--- src/rtl/if_stage.sv ---
// Instruction-fetch stage: owns the PC, issues single-outstanding imem requests,
// absorbs responses that land during a stall, and applies ID-resolved redirects.
module if_stage #(
  parameter logic [31:0] RESET_PC = 32'h0000_0000
) (
  input  logic        clk,
  input  logic        rst,
  input  logic        stall,
  input  logic        branch_taken,
  input  logic [31:0] branch_target,
  input  logic        jump,
  input  logic [31:0] jump_target,
  output logic        imem_req,
  output logic [31:0] imem_addr,
  input  logic        imem_rvalid,
  input  logic [31:0] imem_rdata,
  output logic [31:0] if_id_pc,
  output logic [31:0] if_id_pc4,
  output logic [31:0] if_id_instr,
  output logic        if_id_valid,
  output logic [1:0]  fsm_state
);

  typedef enum logic [1:0] {
    S_REQ  = 2'd0,
    S_WAIT = 2'd1,
    S_HOLD = 2'd2
  } state_t;

  state_t      state;
  logic [31:0] pc;
  logic        kill;
  logic [31:0] hold_instr;

  logic        redir;
  logic [31:0] redir_target;
  logic [31:0] pc_plus4;

  // Valid/ready: imem_req is a one-cycle pulse carrying imem_addr; exactly one
  // imem_rvalid beat answers it, and only a beat seen in S_WAIT is consumed.
  assign redir        = (jump | branch_taken) & ~stall;
  assign redir_target = jump ? jump_target : branch_target;
  assign pc_plus4     = pc + 32'd4;

  assign imem_req  = rst & (state == S_REQ) & ~redir;
  assign imem_addr = pc;
  assign fsm_state = state;

  always_ff @(posedge clk or negedge rst) begin
    if (!rst) begin
      state       <= S_REQ;
      pc          <= RESET_PC;
      kill        <= 1'b0;
      hold_instr  <= 32'h0;
      if_id_pc    <= 32'h0;
      if_id_pc4   <= 32'h0;
      if_id_instr <= 32'h0;
      if_id_valid <= 1'b0;
    end else begin
      // Bubble by default when not stalled; a load below overrides it.
      if (!stall) if_id_valid <= 1'b0;

      case (state)
        S_REQ: begin
          if (redir) pc <= redir_target;
          else       state <= S_WAIT;
        end

        S_WAIT: begin
          if (imem_rvalid) begin
            if (kill || redir) begin
              kill  <= 1'b0;
              state <= S_REQ;
              if (redir) pc <= redir_target;
            end else if (stall) begin
              hold_instr <= imem_rdata;
              state      <= S_HOLD;
            end else begin
              if_id_pc    <= pc;
              if_id_pc4   <= pc_plus4;
              if_id_instr <= imem_rdata;
              if_id_valid <= 1'b1;
              pc          <= pc_plus4;
              state       <= S_REQ;
            end
          end else if (redir) begin
            // Response still owed for the old PC; mark it to be discarded.
            kill <= 1'b1;
            pc   <= redir_target;
          end
        end

        S_HOLD: begin
          if (!stall) begin
            if (redir) begin
              pc <= redir_target;
            end else begin
              if_id_pc    <= pc;
              if_id_pc4   <= pc_plus4;
              if_id_instr <= hold_instr;
              if_id_valid <= 1'b1;
              pc          <= pc_plus4;
            end
            state <= S_REQ;
          end
        end

        default: state <= S_REQ;
      endcase
    end
  end

endmodule

--- config.mk ---
export PLATFORM = sky130hd
export DESIGN_NAME = if_stage
export DESIGN_NICKNAME = d
export VERILOG_FILES = /design/src/rtl/if_stage.sv
export SDC_FILE = /design/constraint.sdc
export NUM_CORES = 1
export LEC_CHECK = 0
export BUFFER_PORTS_ARGS = -buffer_cell sky130_fd_sc_hd__buf_2
export CAP_MARGIN = 30
export CORE_MARGIN = 2
export CORE_UTILIZATION = 45
export CTS_CLUSTER_DIAMETER = 100
export DETAILED_ROUTE_END_ITERATION = 12
export PLACE_DENSITY = 0.71
export SLEW_MARGIN = 0
export SYNTH_ARGS = -nofsm -noshare
export SYNTH_HDL_FRONTEND = slang
export SYNTH_SLANG_ARGS = --single-unit
--- constraint.sdc ---
create_clock -name clk -period 3.07 [get_ports clk]
set_clock_uncertainty 0.15 [all_clocks]
set_input_delay 0.1535 -clock clk [delete_from_list [all_inputs] [get_ports clk]]
set_output_delay 0.1535 -clock clk [all_outputs]
set_load 0.01 [all_outputs]
Word-level counts from Yosys, hierarchy flattened
Cells that the tools add are included.
- add/sub/neg operators: 1
- equal/unequal tests: 10
- multiplexer cells: 41
- bitwise operators: 7
- reductions and logical operators: 10
- operators with widths (operator ; count):
    32-bit two-way mux ; 21
    32-bit one-hot mux with 2 select lines ; 3
    32-bit one-hot mux with 3 select lines ; 1
    32-bit by 3-bit adder with 32-bit output (second input constant) ; 1
    2-bit != test (second input constant) ; 6
    2-bit two-way mux ; 5
    1-bit two-way mux ; 9
    3-bit AND reduction ; 3
    2-bit one-hot mux with 3 select lines ; 1
    6-bit AND reduction ; 1
    4-bit != test (second input constant) ; 1
    4-bit AND reduction ; 1
    2-bit nonzero test ; 2
    1-bit bitwise AND ; 3
    1-bit inverter ; 3
    3-bit nonzero test ; 1
    2-bit by 1-bit equality test with 1-bit output (second input constant) ; 1
    2-bit equality test (second input constant) ; 1
    2-bit zero test ; 1
    2-bit by 1-bit != test with 1-bit output (second input constant) ; 1
    1-bit one-hot mux with 2 select lines ; 1
    1-bit logical OR ; 1
    1-bit bitwise OR ; 1
- flip-flop bits (word level): 164
- bits of input ports: 102
- output and inout bits: 132
- logic and storage cells: 77

Logic depth before layout (Yosys ltp)
Gate-level depths: netlist of the first run.
- depth in word-level cells: 6
- depth in mapped cells: 11
- mapped depth without buffers: 8

Worst setup path before layout of the first run
OpenSTA, ideal clock, no wires.
- path kind: flip-flop to flip-flop
- from: register state[0] (netlist: fsm_state[0])
- to: register pc[23] (netlist: imem_addr[23])
- library setup time: 0.121 ns
- data arrival time: 2.075 ns
- data required time: 2.799 ns
- setup slack: 0.724 ns
- cell stages (with the launch flop): 9
- path buffers: 2
- period minus slack after synthesis: 2.346 ns
- path through: dfrtp_1 -> inv_1 -> ha_1 -> buf_2 -> nand2_1 -> o21ai_0 -> clkbuf_1 -> o32ai_1 -> a22o_1
- longest elaborated chain between the ends: 3
- elaborated cells on any way between the ends: 8
- those cells by class: eq/ne (4); mux (1); reduce/logical (3)
- ends and longest elaborated chain (element ; RTL line ; text):
    from (decl) ; 30 ; state_t state;
    from (signal assigned) ; 51 ; state <= S_REQ;
    from (signal assigned) ; 66 ; else state <= S_WAIT;
    from (signal assigned) ; 73 ; state <= S_REQ;
    2-bit by 1-bit equality test with 1-bit output (tied with other cells) ; 63 ; case (state)
    4-bit != test (no line) (tied with other cells) ; -- ;
    3-bit AND reduction (no line) ; -- ;
    to (signal assigned) ; 65 ; if (redir) pc <= redir_target;
    to (signal assigned) ; 74 ; if (redir) pc <= redir_target;
    to (signal assigned) ; 83 ; pc <= pc_plus4;
    to (decl) ; 31 ; logic [31:0] pc;
Parallel ways exist; a longest one is shown, timed or not.
A chain may end at the register's enable or synchronous reset.

Final worst setup path of the first run
- from: register pc[2] (netlist: imem_addr[2])
- to: register pc[26] (netlist: imem_addr[26])
- longest elaborated chain between the ends: 5
- elaborated cells on any way between the ends: 7
- those cells by class: add/sub (1); mux (6)
- ends and longest elaborated chain (element ; RTL line ; text):
    32-bit by 3-bit adder with 32-bit output * ; 43 ; assign pc_plus4 = pc + 32'd4;
    32-bit two-way mux ; 75 ; end else if (stall) begin
    32-bit two-way mux ; 71 ; if (kill || redir) begin
    32-bit two-way mux ; 70 ; if (imem_rvalid) begin
    32-bit one-hot mux with 3 select lines * ; 63 ;
Every way passes the cells marked *; elsewhere a longest branch is shown, timed or not. The select of a mux whose other input is x is not followed.

==> metrics.md, run 1 <==
| Metric | Value |
|---|---|
| Global route hottest layer | `met2` |
| Worst EP required | `3.21 ns` |
| Worst VDD drop | `0.5300 mV` |
| Synth top area cells | `dfrtp_1, mux2_2, mux2i_1, o21ai_0, nand2_1` |
| Ys Warns | `0` |
| Post-DP HPWL | `16.36 mm` |
| Clock root cell | `clkbuf_16` |
| GR Layer Usage met1 | `32.65%` |
| Number of synthesized flops with an enable pin | `0` |
| GPL Wtd Cong | `0.8965` |
| Net count after synthesis | `891` |
| Setup TNS | `0 ns` |
| Leak | `5.168 nW` |
| Area Overhead vs Synth | `30.31%` |
| Die Span Y | `139.5 um` |
| Global-route wire length before repair | `~38 mm` |
| Net Switching | `approximately 0.004 W` |
| Final setup viols | `0` |
| Clk buf depth | `2` |
| Routed WL | `23.72 mm` |
| DR DRC count | `0` |
| Crit start category | `flip-flop` |
| Worst r2r src | `imem_addr[2]` |
| Post-Syn Area | `8264 um2` |
| Synth Instances | `784` |
| Sequential area share after synthesis | `49.05%` |
| Layout cells sized above 1 | `35.36%` |
| Post-DRT Antenna Nets | `0` |
| CTS tree | `done` |
| DIE AREA | `around 19000 um2` |
| Power Dens Cells | `961.0 nW/um2` |
| Critical path class | `reg -> reg` |
| Mean post-synth cell area | `10.54 um2` |
| Worst skew pair latency | `0.44 ns` |
| Synth Register Bits | `approximately 160` |
| Max Clock Freq | `roughly 0.36 GHz` |
| Routed wire length per instance | `18.47 um` |
| Max cap viols | `0` |
| Vias | `between 7k and 8k` |
| CP Data Arrival Time | `~2.9 ns` |
| Distinct cell type count after synthesis | `68` |
| Crit end category | `flip-flop` |
| Final setup margin | `0.3180 ns` |
| Clock Power Share | `22.6%` |
| Reg power frac | `37.1%` |
| Grt met3 use | `under 10%` |
| Router iterations before antenna repair | `5` |
| CP max FO | `8` |
| Dpl ws | `0.4342 ns` |
| DRT iter0 DRCs | `686` |
| Core Footprint | `17960 um2` |
| IO Port Bufs | `roughly 230` |
| Synth async-reset ratio | `between 90% and 100%` |
| Hold_ws | `-0.002586 ns` |
| Vias in the first global route | `7016` |
| Crit. Startpoint | `imem_addr[2]` |
| Core Rows | `between 40 and 50` |
| Largest net degree at the start of global routing | `97` |
| RSZ-0062 raised after global routing | `false` |
| Post-synth top area cell | `dfrtp_1` |
| Sw Share | `39.12%` |
| Initial core utilization | `a little under half` |
| Most common cell after layout, fill and taps aside | `buf_2` |
| Via density | `5.572` |
| Total power | `0.01035 W` |
| Max-slew headroom | `47.29%` |
| Yosys top cell area share | `~49%` |
| Pint | `0.006301 W` |
| Clock sink count | `162` |
| Initial antenna violation count | `0` |
| Max Slew Vio Count | `0` |
| Logic pwr share | `about two fifths` |
| Grt ovf | `0` |
| Ports | `234` |
| Failing checks | `hold timing` |
| All-Layer GR Usage | `24.57%` |
| Hold WC Path Type | `in -> reg` |
| Min-delay src | `branch_target[1]` |
| Worst-Margin Slew | `0.7881 ns` |
| Commonest cells after routing, fill and taps aside | `buf_2, dfrtp_1, o21ai_0` |
| Clk slew on worst S/H paths | `0.07 ns` |
| Die X-Extent | `139.5 um` |
| Num CTS Buffers | `17` |
| Status | `finished, violations left` |
| Fin crit period | `2.752 ns` |
| N_diodes | `0` |
| Primary FF master, synth | `dfrtp_1` |
| Tcrit/Tclk final | `around 90%` |
| H-Tree Level Count | `4` |
| Final #Nets | `1149` |
| M2 GR Usage | `39.37%` |
| Endpoints failing hold | `1` |
## power groups by stage
stage	clock (W)	combinational (W)	sequential [W]
after detailed placement	0	0.00410	0.00386
after global placement	0	0.00402	0.00381
after global routing	0.00246	0.00458	0.00397
after floorplan	0	0.00241	0.00394
final	0.00234	0.00417	0.00384
after CTS	0.00238	0.00417	0.00383
## logic make-up after synthesis
family,after synthesis,synth area share (%)
AOI/OAI and AO/OA,198,14.87
xor gates and xnor gates,28,2.968
adders and majority gates,5,0.7570
buffers and inverters,73,3.952
DFF,162,49.05
muxes,125,16.11
and+or+nand+nor,193,12.29
## layer usage
layer | routed length, um | share of wire [%]
met5 | 0 | 0
met4 | 501 | 2.1
met3 | 2025 | 8.5
met2 | 11190 | 47
met1 | 9995 | 42
## critical path, cell delays in order, from the launching register on
cell and delay [ns]:
dfrtp_1 0.47, ha_1 0.31, nand4_1 0.23, nor4_2 0.54, nand4_1 0.32, nor2b_1 0.24
o21ai_0 0.21, o311ai_1 0.13
## cell usage after synthesis, types with 4 or more instances
cell	count
o32a_1	5
nor3_1	5
nor2b_1	9
inv_1	7
xnor2_1	15
nor2_1	19
ha_1	5
nand3_1	10
a21oi_1	25
mux2_2	64
nand4_1	9
o21ai_0	99
and3_1	12
buf_1	12
mux2i_1	61
xor2_1	13
a22o_1	9
nand2_1	94
clkbuf_1	22
and2_1	4
buf_4	5
buf_2	24
o21ai_1	6
a31oi_1	6
dfrtp_1	162
o32ai_1	9
## per-stage QoR
step,cell area [um2],instances,util (%),hold WS (ns)
2_1_floorplan,8264,784,-,-0.2921
3_3_place_gp,9624,1202,53.58,-0.1345
3_5_place_dp,9624,1202,53.58,-0.1359
4_1_cts,10770,1284,59.95,0.001955
5_1_grt,10770,1284,59.95,0.03059
6_report,10770,1284,59.95,-0.002586
## flip-flops by register name, summed over array words and instances (netlist names)
register and flops:
if_id_instr 32, fsm_state 2, if_id_pc 32, if_id_valid 1
imem_addr 32, kill 1, if_id_pc4 30, hold_instr 32
## path summary, 6_finish.rpt
| path | slack (ns) | cells past startpoint | endpoint |
|---|---|---|---|
| worst max-delay path | 0.32 | 7 | imem_addr[26] |
| worst min-delay path | -0.003 | 3 | imem_addr[1] |
| worst max register to register | 0.32 | 7 | imem_addr[26] |
| worst min register to register | 0.32 | 2 | if_id_instr[27] |
| max in group asynchronous | 1.47 | 3 | if_id_pc[19] |
| min in group asynchronous | 0.21 | 3 | imem_addr[14] |
## timing repair
item	CTS	global route
buffers inserted	0	0
hold buffers	50	0
hold endpoints to repair	236	0
resized for setup	0	0
## final cells by class
type / count / area (um2)
fill: 1506 / 7194
timing repair buffer: 305 / 1863
inverter: 7 / 26.28
tap: 229 / 286.5
clock buffer: 17 / 425.4
clock inverter: 15 / 219.0
multi-input combinational: 549 / 3895
sequential: 162 / 4054
Power figures use the tool's default switching activity.
==> run 2, diff against run 1 <==
- CORE_ASPECT_RATIO: unset -> 1.4
==> metrics.md, run 2 (synthesis gave the netlist of run 1 again) <==
| Metric | Value |
|---|---|
| Status | `complete, no violations` |
| Routed wire length per instance | `17.49 um` |
| Largest net degree at the start of global routing | `115` |
| Max Slew Vio Count | `0` |
| Post-DP HPWL | `15.94 mm` |
| Logic pwr share | `40.5%` |
| IO Port Bufs | `roughly 230` |
| Clock Power Share | `between 20% and 30%` |
| H-Tree Level Count | `4` |
| Initial antenna violation count | `1` |
| Net Switching | `0.003885 W` |
| Router iterations before antenna repair | `5` |
| Routed WL | `roughly 23 mm` |
| All-Layer GR Usage | `23.69%` |
| Worst VDD drop | `0.4640 mV` |
| Fin crit period | `2.628 ns` |
| Worst-Margin Slew | `0.7875 ns` |
| Post-DRT Antenna Nets | `0` |
| Cell Area, Placed | `9625 um2` |
| Vias in the first global route | `7025` |
| Non-filler instance count after layout | `1296` |
| Worst skew pair latency | `about 0.42 ns` |
| Design Area, Final | `10760 um2` |
| Grt ovf | `0` |
| Commonest cells after routing, fill and taps aside | `buf_2, dfrtp_1, o21ai_0` |
| DIE AREA | `19480 um2` |
| Final setup viols | `0` |
| RSZ-0062 raised after global routing | `false` |
| Hold WC Path Type | `in -> reg` |
| Layout cells sized above 1 | `35.17%` |
| Power Dens Cells | `around 950 nW/um2` |
| Global-route wire length before repair | `36.70 mm` |
| Initial core utilization | `a little under half` |
| Vias | `7039` |
| Reg power frac | `37.4%` |
| Endpoints failing hold | `0` |
| CTS tree | `done` |
| Max-slew headroom | `47.50%` |
| Post-CTS Setup Bufs | `0` |
| Pint | `0.006304 W` |
| DR DRC count | `0` |
| Final #Nets | `between 1k and 1.5k` |
| Crit end category | `flip-flop` |
| GPL Wtd Cong | `0.9278` |
| Max cap viols | `0` |
| Crit start category | `flip-flop` |
| Sw Share | `38.13%` |
| Most common cell after layout, fill and taps aside | `buf_2` |
| Clock root cell | `clkbuf_16` |
| CTS Hold Bufs | `51` |
| Clock sink count | `162` |
| Max Clock Freq | `0.3806 GHz` |
| Num CTS Buffers | `17` |
| Die X-Extent | `between 100 and 150 um` |
| Core Rows | `58` |
| Final setup margin | `0.4423 ns` |
| Core Footprint | `between 15000 and 20000 um2` |
| Dpl ws | `0.4901 ns` |
| Tcrit/Tclk final | `85.59%` |
| Worst EP required | `3.24 ns` |
| Area Overhead vs Synth | `30.20%` |
| DRT iter0 DRCs | `409` |
| Clk buf depth | `2` |
| Setup TNS | `0 ns` |
| CP Data Arrival Time | `2.80 ns` |
| Final core utilization | `59.79%` |
| Leak | `5.165 nW` |
| Clk slew on worst S/H paths | `0.06 ns` |
| Critical path class | `reg -> reg` |
| # resized after CTS | `0` |
| CP max FO | `8` |
| Cell count after placement | `1213` |
| Die Span Y | `164.3 um` |
| Ports | `234` |
| Via density | `roughly 5.4` |
run 2: path summary, 6_finish.rpt:
check	startpoint	to	slack, ns	cells past startpoint
worst min-delay path	branch_target[3]	imem_addr[3]	0.03	4
max in group asynchronous	rst	if_id_pc[19]	1.73	3
worst max register to register	imem_addr[2]	imem_addr[26]	0.44	6
worst max-delay path	imem_addr[2]	imem_addr[26]	0.44	6
worst min register to register	if_id_instr[31]	if_id_instr[31]	0.32	2
min in group asynchronous	rst	if_id_instr[25]	0.08	2
run 2: power groups by stage:
stage / clock network [W] / registers, W / logic, W
floorplan: 0 / 0.00394 / 0.00241
global placement: 0 / 0.00380 / 0.00401
detailed placement: 0 / 0.00383 / 0.00409
CTS: 0.00231 / 0.00380 / 0.00415
global route: 0.00240 / 0.00395 / 0.00457
finish: 0.00225 / 0.00381 / 0.00413
run 2: metrics by stage:
stage                     hold slack [ns]  total power, W
after floorplan                   -0.2921        0.006347
after global placement           -0.01787        0.007813
after detailed placement         -0.02263        0.007921
after CTS                         0.02363         0.01026
after global routing              0.06326         0.01092
final                             0.03324         0.01019
run 2: area by class of cell:
class,count,area [um2]
diodes,1,2.502
clock buffers,19,442.9
clock inverters,12,178.9
fillers,1580,7237
inverters,7,26.28
multi-input cells,549,3895
flip-flops and latches,162,4054
well taps,240,300.3
repair buffers,306,1861
run 2: routing by layer:
| layer | vias to the layer above | global-route usage, % | wire, um |
|---|---|---|---|
| li1 | 3355 | - | - |
| met1 | 3377 | 28.62 | 9192 |
| met2 | 270 | 41.25 | 11410 |
| met3 | 37 | 5.660 | 1480 |
| met4 | 0 | 8.442 | 588 |
| met5 | - | 0 | 0 |
run 2: worst max-delay path, stage by stage, from the launching register on:
cell,delay (ns)
dfrtp_1,0.46
ha_1,0.32
nand4_1,0.21
nor4_2,0.52
nand4_1,0.29
o31a_1,0.35
o311ai_1,0.22
